[src/rtl/mem_arbiter_fsm.sv]
// mem_arbiter_fsm: arbitrates I/D cache misses onto one pipelined memory port,
// sequencing block fills and single-word write-through stores.
module mem_arbiter_fsm #(
  parameter int WORDS_PER_BLK = 8,
  parameter int MEM_LAT       = 4
) (
  input  logic                               clk,
  input  logic                               rst_n,
  input  logic                               i_req_i,
  input  logic [15:0]                        i_addr_i,
  input  logic                               d_req_i,
  input  logic                               d_we_i,
  input  logic [15:0]                        d_addr_i,
  input  logic [15:0]                        d_wdata_i,
  output logic [15:0]                        fill_data_o,
  output logic [$clog2(WORDS_PER_BLK)-1:0]   fill_word_o,
  output logic                               i_fill_valid_o,
  output logic                               d_fill_valid_o,
  output logic                               i_done_o,
  output logic                               d_done_o,
  output logic                               mem_en_o,
  output logic                               mem_wr_o,
  output logic [15:0]                        mem_addr_o,
  output logic [15:0]                        mem_wdata_o,
  input  logic [15:0]                        mem_rdata_i,
  input  logic                               mem_rvalid_i,
  output logic                               busy_o
);
  localparam int CW = $clog2(WORDS_PER_BLK) + 1;
  localparam int WW = $clog2(MEM_LAT) + 1;
  localparam logic [15:0] BLK_MASK = 16'(2 * WORDS_PER_BLK - 1);
  typedef enum logic [1:0] {IDLE, FILL, WRITE, DONE} state_t;
  state_t state_q, state_d;
  logic gnt_d_q, gnt_d_d;
  logic [15:0] base_q, base_d;
  logic [CW-1:0] issue_q, issue_d, recv_q, recv_d;
  logic [WW-1:0] wait_q, wait_d;
  logic [15:0] fill_data_d, mem_addr_d, mem_wdata_d;
  logic [CW-2:0] fill_word_d;
  logic i_fv_d, d_fv_d, i_done_d, d_done_d, mem_en_d, mem_wr_d, busy_d;
  always_ff @(posedge clk) begin
    if (!rst_n) begin
      state_q        <= IDLE;
      gnt_d_q        <= 1'b0;
      base_q         <= '0;
      issue_q        <= '0;
      recv_q         <= '0;
      wait_q         <= '0;
      fill_data_o    <= '0;
      fill_word_o    <= '0;
      i_fill_valid_o <= 1'b0;
      d_fill_valid_o <= 1'b0;
      i_done_o       <= 1'b0;
      d_done_o       <= 1'b0;
      mem_en_o       <= 1'b0;
      mem_wr_o       <= 1'b0;
      mem_addr_o     <= '0;
      mem_wdata_o    <= '0;
      busy_o         <= 1'b0;
    end else begin
      state_q        <= state_d;
      gnt_d_q        <= gnt_d_d;
      base_q         <= base_d;
      issue_q        <= issue_d;
      recv_q         <= recv_d;
      wait_q         <= wait_d;
      fill_data_o    <= fill_data_d;
      fill_word_o    <= fill_word_d;
      i_fill_valid_o <= i_fv_d;
      d_fill_valid_o <= d_fv_d;
      i_done_o       <= i_done_d;
      d_done_o       <= d_done_d;
      mem_en_o       <= mem_en_d;
      mem_wr_o       <= mem_wr_d;
      mem_addr_o     <= mem_addr_d;
      mem_wdata_o    <= mem_wdata_d;
      busy_o         <= busy_d;
    end
  end
  // Outputs are computed one cycle ahead so the first access lands in the cycle after grant.
  always_comb begin
    state_d     = state_q;
    gnt_d_d     = gnt_d_q;
    base_d      = base_q;
    issue_d     = issue_q;
    recv_d      = recv_q;
    wait_d      = wait_q;
    fill_data_d = '0;
    fill_word_d = '0;
    i_fv_d      = 1'b0;
    d_fv_d      = 1'b0;
    i_done_d    = 1'b0;
    d_done_d    = 1'b0;
    mem_en_d    = 1'b0;
    mem_wr_d    = 1'b0;
    mem_addr_d  = '0;
    mem_wdata_d = '0;
    case (state_q)
      IDLE: if (d_req_i || i_req_i) begin
        gnt_d_d  = d_req_i;
        mem_en_d = 1'b1;
        if (d_req_i && d_we_i) begin
          state_d     = WRITE;
          mem_wr_d    = 1'b1;
          mem_addr_d  = d_addr_i;
          mem_wdata_d = d_wdata_i;
          wait_d      = '0;
        end else begin
          state_d    = FILL;
          base_d     = (d_req_i ? d_addr_i : i_addr_i) & ~BLK_MASK;
          mem_addr_d = base_d;
          issue_d    = CW'(1);
          recv_d     = '0;
        end
      end
      FILL: begin
        if (issue_q != CW'(WORDS_PER_BLK)) begin
          mem_en_d   = 1'b1;
          mem_addr_d = base_q + 16'({issue_q, 1'b0});
          issue_d    = issue_q + CW'(1);
        end
        if (mem_rvalid_i) begin
          fill_data_d = mem_rdata_i;
          fill_word_d = recv_q[CW-2:0];
          i_fv_d      = ~gnt_d_q;
          d_fv_d      = gnt_d_q;
          recv_d      = recv_q + CW'(1);
          if (recv_q == CW'(WORDS_PER_BLK - 1)) begin
            state_d  = DONE;
            i_done_d = ~gnt_d_q;
            d_done_d = gnt_d_q;
          end
        end
      end
      WRITE: if (wait_q == WW'(MEM_LAT - 1)) begin
        state_d  = DONE;
        d_done_d = 1'b1;
      end else begin
        wait_d = wait_q + WW'(1);
      end
      default: state_d = IDLE;
    endcase
    // Busy spans the DONE cycle plus one, covering the requester's drop window.
    busy_d = (state_d != IDLE) || (state_q != IDLE);
  end
endmodule

[config.mk]
export PLATFORM = sky130hd
export DESIGN_NAME = mem_arbiter_fsm
export DESIGN_NICKNAME = d
export VERILOG_FILES = /design/src/rtl/mem_arbiter_fsm.sv
export SDC_FILE = /design/constraint.sdc
export NUM_CORES = 1
export LEC_CHECK = 0
export BUFFER_PORTS_ARGS = -buffer_cell sky130_fd_sc_hd__buf_2
export CAP_MARGIN = 10
export CORE_MARGIN = 4
export CORE_UTILIZATION = 30
export CTS_BUF_LIST = sky130_fd_sc_hd__clkbuf_2 sky130_fd_sc_hd__clkbuf_4 sky130_fd_sc_hd__clkbuf_8
export CTS_CLUSTER_DIAMETER = 150
export CTS_CLUSTER_SIZE = 16
export DETAILED_ROUTE_END_ITERATION = 10
export HOLD_SLACK_MARGIN = 0.05
export SLEW_MARGIN = 20
export SYNTH_ARGS = -nofsm -noshare
export SYNTH_HDL_FRONTEND = slang
export SYNTH_SLANG_ARGS = --single-unit
[constraint.sdc]
create_clock -name clk -period 2.77 [get_ports clk]
set_input_delay 0.554 -clock clk [delete_from_list [all_inputs] [get_ports clk]]
set_output_delay 0.554 -clock clk [all_outputs]
set_load 0.005 [all_outputs]
### Word-level counts from Yosys, hierarchy flattened

Cells that the tools add are included.
Widths: inputs -> output; s select.

* logic and storage cells: 82
* output and inout bits: 58
* register bits: 84
* input port bits: 70

* equal/unequal tests: 11
* $add $sub $neg: 4
* bitwise operators: 2
* reductions and logical operators: 17
* muxes and demuxes: 31

Operators with widths (count)
* $mux 16: 4
* $pmux 16 s2: 1
* $mux 4: 6
* $reduce_and 4->1: 5
* $add 16x5->16: 1
* $pmux 4 s2: 2
* $ne 2x2->1 const B: 6
* $mux 2: 5
* $mux 3: 3
* $reduce_and 3->1: 3
* $add 4x1->4 const B: 2
* $reduce_bool 2->1: 4
* $mux 1: 6
* $pmux 2 s3: 1
* $pmux 3 s2: 1
* $eq 4x3->1 const B: 1
* $ne 4x4->1 const B: 1
* $pmux 1 s2: 2
* $add 3x1->3 const B: 1
* $eq 3x2->1 const B: 1
* $eq 2x1->1 const B: 1
* $eq 2x2->1 const B: 1
* $logic_not 2->1: 1
* $logic_or 1x1->1: 2
* 3 further kinds: 4

### Depth between registers and ports, before layout

Gate-level depths: netlist of the first run.

* depth after elaboration: 6
* mapped depth: 8
* mapped depth without buffers: 6

### Worst setup path after synthesis of the first run

Ideal clock, no wire load.

* path kind: flip-flop to flip-flop
* from: register state_q[0]
* to: register recv_q[3]
* library setup time: 70 ps
* stages on the path, launching flop included: 8
* slack: 1134 ps
* data required time: 2700 ps
* data arrival time: 1566 ps
* clock period less this slack: 1636 ps
* path through: dfxtp_1 inv_1 ha_1 buf_2 inv_1 a21oi_4 or4_1 a21oi_1

* longest elaborated chain between the ends: 3
* elaborated cells between the ends (all ways): 8

RTL lines
* from (decl): RTL line 33 `state_t state_q, state_d;`
* from (signal assigned): RTL line 61 `state_q <= state_d;`
* $eq 2x1->1 or $logic_not 2->1 (tied branches): RTL line 98 `case (state_q)`
* $ne 2x2->1 (no source line) or $reduce_bool 2->1 (tied branches)
* $reduce_and 4->1 (no source line)
* to (signal assigned): RTL line 65 `recv_q <= recv_d;`
* to (decl): RTL line 36 `logic [CW-1:0] issue_q, issue_d, recv_q, recv_d;`

Several ways; a longest one is shown, not always the timed one.
A chain may end at the register's enable or synchronous reset.

### Worst setup path after layout of the first run

Ends and elaborated chain as after synthesis.

==> impl_metrics.toml, run 1 <==
[floorplanning]
start_util_pct = 30.7
coreArea_um2 = 10900
die_h_um = 113
ios = 128
die_w_um = 113
dieArea_um2 = 12900
rows = 38

[cts]
cts_sinks = 84
cts_resized = 0
cts_tree = "built"
clk_pin_slew_ns = 0.08
clk_path_buf_depth = 2
clkLatencyLatePin_ns = 0.34
cts_hold_buf = 0
cts_buffers = 9
post_cts_buffers = 0
root_buffer = "clkbuf_8"
htree_levels = 3

[yosys]
ys_ff_latch = 84
syn-instance-count = 346
syn-num-nets = 428
postSynth.topFlopCell = "dfxtp_1"
synth-seq-area-share_pct = 50.4
async_reset_ff_share_pct = 0
syn_area_um2 = 3340
synth_top_area_share_pct = 50.4
synthDistinctLibCells = 44
synth_area_leaders = "dfxtp_1 (50%), and2_1 (4.5%), ha_1 (4.5%)"
synth_top_cell_by_area = "dfxtp_1"
synth-edff-count = 0
syn_avg_cell_area_um2 = 9.65
yosysWarnings = 0

[worst_setup_path]
critical_path_buf_inv_count = 2
end_kind = "register"
path_cells = "inv_1, ha_1, inv_1, a21oi_4, or4_1, a21oi_1"
critPathLaunchType = "register"
crit_family = "simple AND/OR/NAND/NOR gates"
crit_top_cell = "inv_1"
critPathArrivalTime_ns = 2.33
crit_type = "register to register"
critical_path_depth = 6
reg2regPathDepth = 6
crit_slowest_cell = "or4_1"
critPathMaxStageDelay_ns = 0.51
critPathMaxFanout = 12
critical_path_required_ns = 3.04

[placement]
hpwlAfterDp_um = 6000
port_buffers = 123
dp_slack_ns = 0.721
gp_congestion = 0.778

[hold_path]
holdCritPathClass = "input pin to register"
hold_depth = 2

[timing]
drv_slew = 0
worst_pin_slew_ns = 0.431
hold_viol = 0
min_period_over_period_pct = 74.3
fin_crit_ns = 2.06
finClkSkew_ns = 0.00990
finalSetupViolations = 0
setup_ws_ns = 0.712
setup_tns_ns = 0
rsz0062_at_grt = "false"
fmax_mhz = 486
slew_headroom_pct = 71.3

[final_layout]
drive_gt1_share_pct = 31.8
syn_to_final_growth_pct = 27.5
nets = 549
diodes = 0

[pwr]
peakVddDrop_mv = 0.240
power.leakage_nw = 2.01
power_density_nw_per_um2 = 669

[grt]
overflow = 0
grt_pass1_vias = 2798
grt_max_degree = 28
grtUsageTotal_pct = 12.9
grt_pass1_wl_um = 13400
antenna_found_initial = 0

[drt]
drtAntennaViolNets = 0
drc = 0
vias = 2823
drtIter0Drc = 134
wl_um = 8090
viasPerCell = 4.62
drt_first_pass_iters = 4
wl_per_cell_um = 13.2

[run]
maxCapViolations = 0

[run_status]
outcome = "finished, final reports clean"
[registers in the layout (all words and copies together), names as in the netlist]
signal,flops
base_q,12
mem_addr_o,16
i_fill_valid_o,1
d_done_o,1
mem_wdata_o,16
mem_en_o,1
wait_q,3
fill_word_o,3
gnt_d_q,1
mem_wr_o,1
i_done_o,1
fill_data_o,16
issue_q,4
busy_o,1
recv_q,4
d_fill_valid_o,1
state_q,2
[worst reg2reg max path: cells and delay by family, from the launching register on]
family,cells,cell delay (ns)
buf+inv,2,0.46
fa+ha+maj,1,0.36
compound gates,2,0.26
flops,1,0.40
simple gates,1,0.51
[metrics by stage]
step	hold WS, ns	cell area (µm²)	util (%)	instances	power, mW
6_report	0.415	4260	39.1	611	2.85
5_1_grt	0.389	4260	39.1	611	3.04
4_1_cts	0.386	4260	39.1	611	2.90
3_5_place_dp	0.489	4060	37.3	596	2.01
3_3_place_gp	0.464	4060	37.3	596	1.99
2_1_floorplan	0.447	3340	-	346	1.82
[routing by layer]
metal / routed length, µm / track usage, % / vias up
met2: 3540 / 20.1 / 106
met5: 0 / 0 / -
met1: 3690 / 16.5 / 1264
met4: 134 / 5.61 / 0
met3: 722 / 3.71 / 10
li1: - / - / 1443
[final timing paths]
path	slack (ns)	from	end
setup reg to reg	0.71	state_q[0]	recv_q[3]
hold reg to reg	0.50	recv_q[3]	recv_q[3]
hold / removal	0.42	mem_rdata_i[10]	fill_data_o[10]
setup / recovery	0.71	state_q[0]	recv_q[3]
[logic make-up (layout without fill, tap and decap cells)]
group	Yosys count	after routing	synth area share [%]
compound gates	61	61	12.9
xor+xnor	10	10	2.62
fa+ha+maj	12	12	4.50
buf+inv	30	155	4.57
flops	84	84	50.4
mux	14	14	4.20
simple gates	135	135	20.8
[cell type report]
| type | instances | area [µm²] |
|---|---|---|
| clock inverters | 2 | 35.0 |
| repair buffers | 129 | 661 |
| flip-flops and latches | 84 | 1680 |
| inverters | 11 | 41.3 |
| clock buffers | 13 | 160 |
| multi-input cells | 232 | 1500 |
| fillers | 1103 | 6630 |
| well taps | 140 | 175 |
[cell usage after synthesis (all sizes together) (2+ instances only)]
cell,number
a211oi,15
a21oi,15
a22oi,5
a311oi,2
a31oi,2
and2,24
and3,18
buf,13
clkbuf,6
dfxtp,84
ha,12
inv,11
mux2i,14
nand2,15
nand2b,3
nand3,8
nand4,2
nor2,39
nor2b,4
nor3,11
o21ai,6
o22ai,6
o31ai,3
or2,3
or3,2
or4,3
xnor2,9
[layout by cell type (no fill, tap or decap), types with 12 or more instances in the layout]
cell type / netlist / final
ha_1: 12 / 12
dfxtp_1: 84 / 84
and3_1: 18 / 18
buf_2: 8 / 123
a211oi_1: 14 / 14
and2_1: 24 / 24
mux2i_1: 14 / 14
nor2_1: 39 / 39
nand2_1: 14 / 14
a21oi_1: 14 / 14
[where the power goes]
group          switching (mW)  total, mW  internal, mW
logic                   0.338      0.592         0.254
clock network           0.407      0.873         0.466
registers              0.0713       1.39          1.31
Note: power is estimated with default switching activity, not from simulation.
==> run 2: changes to the inputs <==
clock period = 1.8 ns   (was 2.77 ns; I/O delays follow)
==> impl_metrics.toml, run 2 (synthesized netlist as in run 1, its figures left out) <==
[run_status]
outcome = "finished, final reports clean"

[worst_setup_path]
critPathArrivalTime_ns = 1.97
critical_path_required_ns = 2.09
crit_type = "register to register"
end_kind = "register"
critPathLaunchType = "register"
critPathMaxFanout = 7

[timing]
fmax_mhz = 596
fin_crit_ns = 1.68
finalSetupViolations = 0
worst_pin_slew_ns = 0.371
drv_slew = 0
setup_ws_ns = 0.122
finClkSkew_ns = 0.00819
whs_ns = 0.200
hold_viol = 0
slew_headroom_pct = 75.1
min_period_over_period_pct = 93.2

[placement]
port_buffers = 123
hpwlAfterDp_um = 6230
gp_congestion = 0.825
dp_slack_ns = -0.0174

[final_layout]
final_common_cell = "buf_2"
top_regs = "fill_data_o (16), mem_addr_o (16), mem_wdata_o (16)"
nets = 568
mostFrequentLayoutCells = "buf_2 (123), dfxtp_1 (83), nor2_1 (39), and2_1 (24), buf_4 (24)"
multi_input_area_um2 = 1530
fillers = 1097
diodes = 0
drive_gt1_share_pct = 35.4
ff_latch_area_um2 = 1680
syn_to_final_growth_pct = 35.1

[grt]
grt_pass1_wl_um = 13500
antenna_found_initial = 1
overflow = 0
grt_max_degree = 25
grtUsageTotal_pct = 13.1
grt_pass1_vias = 2916

[cts]
clkLatencyLatePin_ns = 0.36
cts_buffers = 9
cts_tree = "built"
cts_sinks = 84
clk_pin_slew_ns = 0.08
clk_path_buf_depth = 2
root_buffer = "clkbuf_8"
htree_levels = 3

[drt]
drt_first_pass_iters = 4
viasPerCell = 4.59
drc = 0
wl_per_cell_um = 13.1
wl_um = 8280
drtIter0Drc = 118
drtAntennaViolNets = 0
vias = 2896

[floorplanning]
coreArea_um2 = 10900
dieArea_um2 = 12900
ios = 128
start_util_pct = 30.7
rows = 38
die_h_um = 113
die_w_um = 113

[pwr]
power.leakage_nw = 2.14
power_density_nw_per_um2 = 1100
total_power_mw = 4.95
peakVddDrop_mv = 0.745

[run]
maxCapViolations = 0

[hold_path]
holdCritPathClass = "input pin to register"
[run 2: repair_timing]
item | 4_1_cts | 5_1_grt
hold buffers | 0 | 0
endpoints found under the setup margin | 13 | 11
setup buffers | 0 | 1
hold endpoints to repair | 0 | 0
resized for setup | 1 | 5
[run 2: layer usage]
metal | global-route usage (%) | up-vias | routed length [µm]
met2 | 21.0 | 103 | 3690
met5 | 0 | - | 20
met3 | 4.14 | 15 | 676
li1 | - | 1483 | -
met4 | 5.53 | 2 | 144
met1 | 16.2 | 1293 | 3750
[run 2: final timing paths]
| path | startpoint | cells after the start | slack [ns] | end |
|---|---|---|---|---|
| hold / removal | mem_rdata_i[4] | 2 | 0.20 | fill_data_o[4] |
| hold reg to reg | recv_q[3] | 2 | 0.51 | recv_q[3] |
| setup reg to reg | state_q[1] | 6 | 0.12 | recv_q[3] |
| setup / recovery | state_q[1] | 6 | 0.12 | recv_q[3] |
[run 2: final cells by class]
type / instances / area share, %
clock buffer: 9 / 2.75
inverter: 11 / 0.916
sequential: 84 / 37.3
timing repair buffer: 148 / 18.1
multi-input combinational: 232 / 34.0
tap: 140 / 3.88
clock inverter: 7 / 3.08
[run 2: through the flow]
stage | util, % | cell area, µm² | cells | TNS (ns)
2_1_floorplan | - | 3340 | 346 | 0
3_3_place_gp | 38.7 | 4210 | 614 | 0
3_5_place_dp | 38.7 | 4210 | 614 | -0.0227
4_1_cts | 41.1 | 4480 | 630 | 0
5_1_grt | 41.4 | 4510 | 631 | -0.0349
6_report | 41.4 | 4510 | 631 | 0
[run 2: power by group]
group	total (mW)	leakage [nW]	switching, mW	internal (mW)
combinational	1.10	1.32	0.575	0.529
clock	1.73	0.133	0.668	1.06
sequential	2.12	0.685	0.0981	2.02
total	4.95	2.14	1.34	3.61
[run 2: critical path, cell delays in order, from the launching register on]
cell and delay, ns:
dfxtp_1 0.32, inv_1 0.12, ha_2 0.26, or2_2 0.17
nand2_1 0.09, or4_1 0.48, a21oi_1 0.16
